<file path="config.mk">
export PLATFORM = sky130hd
export DESIGN_NAME = time_dmr_retry_ctrl
export DESIGN_NICKNAME = d
export VERILOG_FILES = /design/src/rtl/time_dmr_ctrl_pkg.sv /design/src/rtl/time_dmr_replay_table.sv /design/src/rtl/time_dmr_retry_ctrl.sv
export SDC_FILE = /design/constraint.sdc
export NUM_CORES = 1
export LEC_CHECK = 0
export CORE_MARGIN = 3
export CORE_UTILIZATION = 50
export DETAILED_ROUTE_END_ITERATION = 10
export PLACE_DENSITY_LB_ADDON = 0.12
export REMOVE_ABC_BUFFERS = 1
export SLEW_MARGIN = 10
export SYNTH_ARGS = -nofsm -noshare
export SYNTH_HDL_FRONTEND = slang
export SYNTH_SLANG_ARGS = --single-unit
export TNS_END_PERCENT = 1
</file>
<file path="constraint.sdc">
create_clock -name clk_i -period 5 [get_ports clk_i]
set_clock_uncertainty 0.2 [all_clocks]
set_input_delay 0.5 -clock clk_i [delete_from_list [all_inputs] [get_ports clk_i]]
set_output_delay 0.5 -clock clk_i [all_outputs]
set_load 0.005 [all_outputs]
</file>
<file path="src/rtl/time_dmr_ctrl_pkg.sv">
// Shared types and helpers for the time-DMR issue/retry controller.
package time_dmr_ctrl_pkg;

    typedef enum logic {
        IDLE   = 1'b0,
        REPLAY = 1'b1
    } state_e;

    // Width of a retry counter that must be able to hold max_retries itself.
    function automatic int retry_cnt_width(input int max_retries);
        return (max_retries < 1) ? 1 : $clog2(max_retries + 1);
    endfunction

endpackage

</file>
<file path="src/rtl/time_dmr_replay_table.sv">
// ID-indexed replay storage: valid bit, payload and retry count per entry,
// with a registered occupancy count.
module time_dmr_replay_table #(
    parameter int DATA_W = 8,
    parameter int ID_W   = 4,
    parameter int CNT_W  = 2
) (
    input  logic              clk,
    input  logic              rst,
    input  logic              alloc_en,
    input  logic [ID_W-1:0]   alloc_id,
    input  logic [DATA_W-1:0] alloc_data,
    input  logic              free_en,
    input  logic [ID_W-1:0]   free_id,
    input  logic              inc_en,
    input  logic [ID_W-1:0]   inc_id,
    input  logic [ID_W-1:0]   rd_a_id,
    output logic              rd_a_valid,
    input  logic [ID_W-1:0]   rd_b_id,
    output logic              rd_b_valid,
    output logic [DATA_W-1:0] rd_b_data,
    output logic [CNT_W-1:0]  rd_b_cnt,
    output logic [ID_W:0]     inflight
);

    localparam int DEPTH = 1 << ID_W;

    logic [DEPTH-1:0]  vld_q;
    logic [DATA_W-1:0] data_q [DEPTH];
    logic [CNT_W-1:0]  cnt_q  [DEPTH];
    logic [ID_W:0]     inflight_q;

    function automatic logic [CNT_W-1:0] sat_inc(input logic [CNT_W-1:0] c);
        return (&c) ? c : c + 1'b1;
    endfunction

    // Allocation only targets an empty entry and free/increment only a full one,
    // so the three write ports never collide on the same index.
    always_ff @(posedge clk or posedge rst) begin
        if (rst) begin
            vld_q      <= '0;
            inflight_q <= '0;
            for (int i = 0; i < DEPTH; i++) begin
                cnt_q[i] <= '0;
            end
        end else begin
            if (alloc_en) begin
                vld_q[alloc_id] <= 1'b1;
                cnt_q[alloc_id] <= '0;
            end
            if (free_en) begin
                vld_q[free_id] <= 1'b0;
            end
            if (inc_en) begin
                cnt_q[inc_id] <= sat_inc(cnt_q[inc_id]);
            end
            inflight_q <= inflight_q + (ID_W+1)'(alloc_en) - (ID_W+1)'(free_en);
        end
    end

    always_ff @(posedge clk) begin
        if (alloc_en) begin
            data_q[alloc_id] <= alloc_data;
        end
    end

    assign rd_a_valid = vld_q[rd_a_id];
    assign rd_b_valid = vld_q[rd_b_id];
    assign rd_b_data  = data_q[rd_b_id];
    assign rd_b_cnt   = cnt_q[rd_b_id];
    assign inflight   = inflight_q;

endmodule

</file>
<file path="src/rtl/time_dmr_retry_ctrl.sv">
// Issue/retry scheduler in front of time_DMR_start: tags requests with IDs,
// replays results flagged for retry and forwards everything else downstream.
module time_dmr_retry_ctrl
    import time_dmr_ctrl_pkg::*;
#(
    parameter int DATA_W      = 8,
    parameter int ID_W        = 4,
    parameter int MAX_RETRIES = 3
) (
    input  logic              clk_i,
    input  logic              rst_i,
    input  logic              enable_i,
    input  logic [DATA_W-1:0] data_i,
    input  logic              valid_i,
    output logic              ready_o,
    output logic [DATA_W-1:0] issue_data_o,
    output logic [ID_W-1:0]   issue_id_o,
    output logic              issue_valid_o,
    input  logic              issue_ready_i,
    input  logic [DATA_W-1:0] fb_data_i,
    input  logic [ID_W-1:0]   fb_id_i,
    input  logic              fb_needs_retry_i,
    input  logic              fb_valid_i,
    output logic              fb_ready_o,
    output logic [DATA_W-1:0] res_data_o,
    output logic [ID_W-1:0]   res_id_o,
    output logic              res_failed_o,
    output logic              res_valid_o,
    input  logic              res_ready_i,
    output logic              spurious_o,
    output logic [ID_W:0]     inflight_o
);

    localparam int CNT_W = retry_cnt_width(MAX_RETRIES);
    localparam logic [CNT_W-1:0] MAX_CNT = CNT_W'(MAX_RETRIES);

    state_e            state_q, state_d;
    logic [ID_W-1:0]   next_id_q;
    logic [ID_W-1:0]   replay_id_q;
    logic              retry_take;

    logic              alloc_en, free_en, inc_en;
    logic              slot_busy;
    logic [ID_W-1:0]   rd_b_id;
    logic              rd_b_valid;
    logic [DATA_W-1:0] rd_b_data;
    logic [CNT_W-1:0]  rd_b_cnt;

    // While replaying, the second read port serves the replay payload instead of feedback.
    assign rd_b_id = (state_q == REPLAY) ? replay_id_q : fb_id_i;

    time_dmr_replay_table #(
        .DATA_W (DATA_W),
        .ID_W   (ID_W),
        .CNT_W  (CNT_W)
    ) u_table (
        .clk        (clk_i),
        .rst        (rst_i),
        .alloc_en   (alloc_en),
        .alloc_id   (next_id_q),
        .alloc_data (data_i),
        .free_en    (free_en),
        .free_id    (fb_id_i),
        .inc_en     (inc_en),
        .inc_id     (fb_id_i),
        .rd_a_id    (next_id_q),
        .rd_a_valid (slot_busy),
        .rd_b_id    (rd_b_id),
        .rd_b_valid (rd_b_valid),
        .rd_b_data  (rd_b_data),
        .rd_b_cnt   (rd_b_cnt),
        .inflight   (inflight_o)
    );

    always_ff @(posedge clk_i or posedge rst_i) begin
        if (rst_i) begin
            state_q     <= IDLE;
            next_id_q   <= '0;
            replay_id_q <= '0;
        end else begin
            state_q <= state_d;
            if (alloc_en) begin
                next_id_q <= next_id_q + 1'b1;
            end
            if (retry_take) begin
                replay_id_q <= fb_id_i;
            end
        end
    end

    // Outputs are combinational and forced to zero while reset is held.
    always_comb begin
        state_d       = state_q;
        ready_o       = 1'b0;
        issue_valid_o = 1'b0;
        issue_data_o  = '0;
        issue_id_o    = '0;
        fb_ready_o    = 1'b0;
        res_valid_o   = 1'b0;
        res_data_o    = '0;
        res_id_o      = '0;
        res_failed_o  = 1'b0;
        spurious_o    = 1'b0;
        alloc_en      = 1'b0;
        free_en       = 1'b0;
        inc_en        = 1'b0;
        retry_take    = 1'b0;
        if (!rst_i) begin
            case (state_q)
                IDLE: begin
                    issue_valid_o = valid_i & ~slot_busy;
                    issue_data_o  = data_i;
                    issue_id_o    = next_id_q;
                    ready_o       = issue_ready_i & ~slot_busy;
                    alloc_en      = valid_i & issue_ready_i & ~slot_busy;
                    fb_ready_o    = res_ready_i;
                    if (fb_valid_i) begin
                        if (!rd_b_valid) begin
                            fb_ready_o = 1'b1;
                            spurious_o = 1'b1;
                        end else if (fb_needs_retry_i && enable_i && (rd_b_cnt < MAX_CNT)) begin
                            fb_ready_o = 1'b1;
                            inc_en     = 1'b1;
                            retry_take = 1'b1;
                            state_d    = REPLAY;
                        end else begin
                            // A failed result reports the original payload, not the corrupted feedback.
                            res_valid_o  = 1'b1;
                            res_id_o     = fb_id_i;
                            res_data_o   = fb_needs_retry_i ? rd_b_data : fb_data_i;
                            res_failed_o = fb_needs_retry_i;
                            free_en      = res_ready_i;
                        end
                    end
                end
                REPLAY: begin
                    issue_valid_o = 1'b1;
                    issue_data_o  = rd_b_data;
                    issue_id_o    = replay_id_q;
                    if (issue_ready_i) begin
                        state_d = IDLE;
                    end
                end
                default: state_d = IDLE;
            endcase
        end
    end

endmodule
</file>
# Yosys cells after proc, flatten, opt, wreduce, memory -nomap -nowiden
# Memory sizes are Yosys's and may differ from the RTL's.
# Index checks and enable logic that the tools add are counted.
# op_classes
n_addsub	4
n_lt_le_gt_ge	11
n_mux	79
bitwise	14
reduce_logical	7
# ops
op	count
two-way mux 32 bit	2
two-way mux 8 bit	7
two-way mux 1 bit	41
bitwise AND 32 bit	1
bitwise mux 32 bit	1
two-way mux 16 bit	2
NOT 32 bit	1
two-way mux 4 bit	7
bitwise AND 16 bit	1
binary-select mux 2 bit (select 4 bit)	2
demux 2 bit (select 4 bit)	2
NOT 16 bit	1
OR 16 bit	1
one-hot mux 8 bit (2 select lines)	1
>= comparator 5 bit (second input constant)	3
less-than comparator 4 x 5 -> 1 bit (second input constant)	3
NOT 4 -> 5 bit	3
two-way mux 2 bit	7
less-than comparator 5 x 1 -> 1 bit (second input constant)	2
binary-select mux 1 bit (select 4 bit)	2
demux 1 bit (select 4 bit)	2
>= comparator 4 x 1 -> 1 bit (second input constant)	2
one-hot mux 4 bit (2 select lines)	1
logical AND 1 bit	6
other kinds (9)	14
# word_totals
ff_bits	62
mem_bits_rw	128
inputBits	28
word_cells	137
memories	1
# mem_list
name	depth	width	read_ports	rd_clocked_by_memory_dff	write_ports	line	text
u_table.data_q	16	8	1	0	1	time_dmr_replay_table.sv:29	logic [DATA_W-1:0] data_q [DEPTH];

# Logic depth before layout (Yosys ltp)
# logic_depth
word_depth	13
ltp_mapped	19
depth_no_buf	16

# By module
# From an unflattened synthesis, not the netlist that was laid out.
# hier_totals
hier_cells	561
hier_area_um2	8803.4
# modules_own_cells
mod	n_inst	cells_per_inst	area_each_um2	seq_area_each_um2
time_dmr_replay_table	1	450	7952.6	5170.0
time_dmr_retry_ctrl	1	111	850.8	225.2

# Worst setup path before layout
# Ideal clock, no wire load.
# synth_path
path_kind	input -> register
from	input fb_id_i[0]
to	register u_table.inflight_q[4], in the netlist u_table.inflight[4]
setup_ns	0.125
t_arrival_ns	3.400
setup_slack_ns	1.275
cell_stages	17
n_path_buf	2
cell_sequence	mux2i_1 > buf_4 > mux4_2 > mux2i_1 > o21ai_2 > nand3_1 > clkbuf_1 > nor3_1 > ha_1 > inv_1 > ha_1 > inv_1 > fa_1 > inv_1 > a21o_1 > a21oi_1 > xnor2_1
# synth_between
elab_chain_len	13
word_cells_on_any_way	15
# synth_rtl
element	line	text
from (decl)	time_dmr_retry_ctrl.sv:21	input logic [ID_W-1:0] fb_id_i,
two-way mux 4 bit (*)	time_dmr_retry_ctrl.sv:50	assign rd_b_id = (state_q == REPLAY) ? replay_id_q : fb_id_i;
NOT 4 -> 5 bit (implied by the code)	time_dmr_replay_table.sv:70	assign rd_b_cnt = cnt_q[rd_b_id];
binary-select mux 2 bit (select 4 bit)	time_dmr_replay_table.sv:70	
two-way mux 2 bit (implied by the code) (2 in a row)	time_dmr_replay_table.sv:70	
less-than comparator 2 bit	time_dmr_retry_ctrl.sv:121	end else if (fb_needs_retry_i && enable_i && (rd_b_cnt < MAX_CNT)) begin
logical AND 1 bit	time_dmr_retry_ctrl.sv:121	
two-way mux 1 bit	time_dmr_retry_ctrl.sv:121	
two-way mux 1 bit (*)	time_dmr_retry_ctrl.sv:118	if (!rd_b_valid) begin
two-way mux 1 bit (*)	time_dmr_retry_ctrl.sv:117	if (fb_valid_i) begin
two-way mux 1 bit (*)	time_dmr_retry_ctrl.sv:109	case (state_q)
two-way mux 1 bit (*)	time_dmr_retry_ctrl.sv:108	if (!rst_i) begin
subtractor 5 x 1 -> 5 bit (*)	time_dmr_replay_table.sv:57	inflight_q <= inflight_q + (ID_W+1)'(alloc_en) - (ID_W+1)'(free_en);
to (signal assigned)	time_dmr_replay_table.sv:57	
to (decl)	time_dmr_replay_table.sv:31	logic [ID_W:0] inflight_q;
# Every way passes the cells marked *; elsewhere a longest branch is shown, timed or not. The select of a mux whose other input is x is not followed.
# A chain may end at the register's enable or synchronous reset.

# Worst setup path in the final report
# layout_path
from	register state_q
to	output fb_ready_o
# layout_between
elab_chain_len	12
word_cells_on_any_way	14
# layout_rtl
element	line	text
from (decl)	time_dmr_retry_ctrl.sv:37	state_e state_q, state_d;
from (signal assigned)	time_dmr_retry_ctrl.sv:81	state_q <= state_d;
two-way mux 4 bit	time_dmr_retry_ctrl.sv:50	
NOT 4 -> 5 bit (implied by the code)	time_dmr_replay_table.sv:70	
binary-select mux 2 bit (select 4 bit)	time_dmr_replay_table.sv:70	
two-way mux 2 bit (implied by the code) (2 in a row)	time_dmr_replay_table.sv:70	
less-than comparator 2 bit	time_dmr_retry_ctrl.sv:121	
logical AND 1 bit	time_dmr_retry_ctrl.sv:121	
two-way mux 1 bit	time_dmr_retry_ctrl.sv:121	
two-way mux 1 bit	time_dmr_retry_ctrl.sv:118	
two-way mux 1 bit	time_dmr_retry_ctrl.sv:117	
two-way mux 1 bit (*)	time_dmr_retry_ctrl.sv:109	
two-way mux 1 bit (*)	time_dmr_retry_ctrl.sv:108	
to (decl)	time_dmr_retry_ctrl.sv:24	output logic fb_ready_o,
# Marked as above.

==> metrics.txt <==
GRT overflow=0; Setup Crit Path Kind=reg2out; Synth Area per Inst=15.0 µm²; pin count of the biggest net entering global routing=35; chip height=141 µm; Combinational Power Share=24.5%; Tmin final=4.35 ns; combinational family with the most area after synthesis=multiplexers; Post-CTS Setup Bufs=0; Seq/Total Area, Yosys=59.6%; EDFF count, synth=128; vias in the first global route=6,014; fmax=230 MHz; Via density=6.41; Detail Placement HPWL=15,900 µm; largest stage delay on the critical path=0.66 ns; crit-path max FO=31; WHS=0.329 ns; sequential share of power=46.5%; final non-filler cell total=907; Clock Tree Root=clkbuf_16; yosys warns=0; setup TNS=0 ns; Rows=48; Final Hold Viols=0; Worst Setup Slack, final=0.654 ns; initial antenna violation count=0; most area-hungry cell type in the Yosys netlist=edfxtp_1; Clock transition at path regs=0.07 ns; Critical Path End Type=output port; Die Wd=141 µm; Peak supply drop=0.000311 V; Post-Synth XOR/XNOR Area=0.581%; Leakage=3.85 nW; post-CTS sizing=0; Ports=63; clk sink count=190; via count=5,814; DRC=0; TritonCTS clock tree=done; final slew viol count=0; CTS Buffer Depth=2; Hold Crit Class=reg2reg; complex-gate fraction of the synthesized area=6.58%; Least-Margin Pin Slew=1.06 ns; Iteration-0 DRC Markers=596; Initial Util=51.8%; P_sw=0.00128 W; RD Place Congestion=0.970; cell internal pwr=0.00298 W; layout net count=707; unrepaired setup endpoints after global routing=no; clock group share of total power=29.1%; WL/cell=26.2 µm; share of cells above drive strength 1=17.3%; top cells by area in the synthesized netlist=edfxtp_1, dfrtp_1, mux4_2; core region area=17,500 µm²; Yosys top cell area share=42.5%; slowest CP cell=dfrtp_1; antenna diode count=0; crit-path cells=mux2i_4, mux4_2, mux2i_1, o21ai_2, nand3_1, buf_4, a22o_1, clkdlybuf4s50_1; post-synthesis mux area share=20.9%; r2r startpoint=next_id_q[0]; post-synthesis adder-cell area fraction=1.47%; Layout area overhead=15.7%; Worst slew margin=29.4%; DRT Wirelength=23,800 µm; setup slack at placement=0.653 ns; commonest register cell after synthesis=edfxtp_1; port buffer count=62; DP Cell Count=875; first-pass GRT wire length=36,400 µm; DIE AREA=19,700 µm²; fin crit share=86.9%; critical path startpoint=state_q; status=finished, final reports clean; Cell variety after synth=45; cts bufs inserted=17; worst endpoint required time=4.30 ns; Final ANT Viol Nets=0; Post-Synth Simple-Gate Area=7.61%; clock latency on the worst-skew pair=0.43 ns; max-cap viol count=0; hold path start=u_table.vld_q[0]; switching power share of the total=30.1%; cts hold-fix bufs=0; Cells after Synth=605; Power Density=407 nW/µm²; synthesized area=9050 µm²; Synth async-reset ratio=32.6%; TritonRoute pass-1 iters=5; setup violators final=0; GRT Util Overall=25.0%; flops & latches, synth=190; Setup crit start kind=flop; arrival time worst endpoint=3.65 ns; # H-tree levels=4
[Yosys cell counts, types with 5 or more instances]
master,n
nand3_1,5
xnor2_1,6
mux4_2,56
buf_2,7
o21ai_0,34
and3_1,35
clkbuf_1,18
mux2i_1,57
buf_6,5
edfxtp_1,128
dfrtp_1,62
nor3_1,26
inv_1,21
a21oi_1,5
nor2_1,18
ha_1,9
a22o_1,9
o32a_1,17
nand2_1,35
[state kept, by name (all words and copies together), names as in the netlist]
register and flops:
replay_id_q 4, next_id_q 4, u_table.inflight 5, u_table.vld_q 16, u_table.cnt_q 32, u_table.data_q 128
state_q 1
[routing by layer]
layer | GRT usage, % | vias to the layer above | share of wire [%] | wire length [µm]
li1 | - | 2508 | - | -
met1 | 33.7 | 2973 | 40 | 9560
met2 | 40.0 | 263 | 49 | 11600
met3 | 5.26 | 70 | 7.2 | 1720
met4 | 9.64 | 0 | 3.6 | 858
met5 | 0 | - | 0 | 0
[path summary, 6_finish.rpt]
check / to / slack, ns / cells after the start
min reg2reg: u_table.vld_q[0] / 0.33 / 1
min in group asynchronous: u_table.vld_q[1] / 0.62 / 2
max reg2reg: u_table.inflight[4] / 0.99 / 12
max in group asynchronous: next_id_q[2] / 3.11 / 3
min: u_table.vld_q[0] / 0.33 / 1
max: fb_ready_o / 0.65 / 8
[cell families (layout without fill, tap and decap cells)]
kind of cell,Yosys count,after routing
AO/OA/AOI/OAI,83,83
XOR/XNOR,6,6
adder cells (fa/ha/maj),10,10
buffers and inverters,61,138
flip-flops,190,190
multiplexers,118,118
AND/OR/NAND/NOR,137,137
[worst max-delay path, delay by kind of cell, from the launching register on]
| family | cells | cell delay, ns |
|---|---|---|
| mux | 3 | 1.30 |
| buf+inv | 2 | 0.85 |
| compound gates | 2 | 0.27 |
| flops | 1 | 0.66 |
| simple gates | 1 | 0.11 |
[stage by stage]
step | total power [W] | util, % | cell area [µm²]
2_1_floorplan | 0.00260 | - | 8840
3_3_place_gp | 0.00302 | 56.8 | 9930
3_5_place_dp | 0.00305 | 56.8 | 9930
4_1_cts | 0.00427 | 59.9 | 10500
5_1_grt | 0.00446 | 59.9 | 10500
6_report | 0.00426 | 59.9 | 10500
[cells in the final DEF (no fill, tap or decap), types with 5 or more instances in the layout]
cell             instances
a21oi_1                  5
o32a_1                  17
edfxtp_1               128
clkbuf_16               17
nor3_1                  26
nand3_1                  5
clkdlybuf4s50_1         62
xnor2_1                  6
dfrtp_1                 62
nor2_1                  18
mux4_2                  56
nand2_1                 35
and3_1                  35
buf_4                   21
o21ai_0                 34
inv_1                   20
ha_1                     9
a22o_1                   9
clkbuf_1                 5
mux2i_1                 55
[power groups by stage]
stage          clock network [W]  registers (W)  logic, W
6_report                 0.00124        0.00198   0.00104
5_1_grt                  0.00133        0.00199   0.00113
4_1_cts                  0.00125        0.00197   0.00104
3_5_place_dp                   0        0.00201   0.00104
3_3_place_gp                   0        0.00200   0.00102
2_1_floorplan                  0        0.00195  0.000647
[final cells by class]
type | count | area [µm²]
clock buffer | 24 | 472
timing repair buffer | 84 | 798
multi-input combinational | 354 | 3380
sequential | 190 | 5400
clock inverter | 8 | 60.1
fill | 1371 | 7010
inverter | 22 | 82.6
tap | 225 | 282
(Power assumes the default switching activity.)
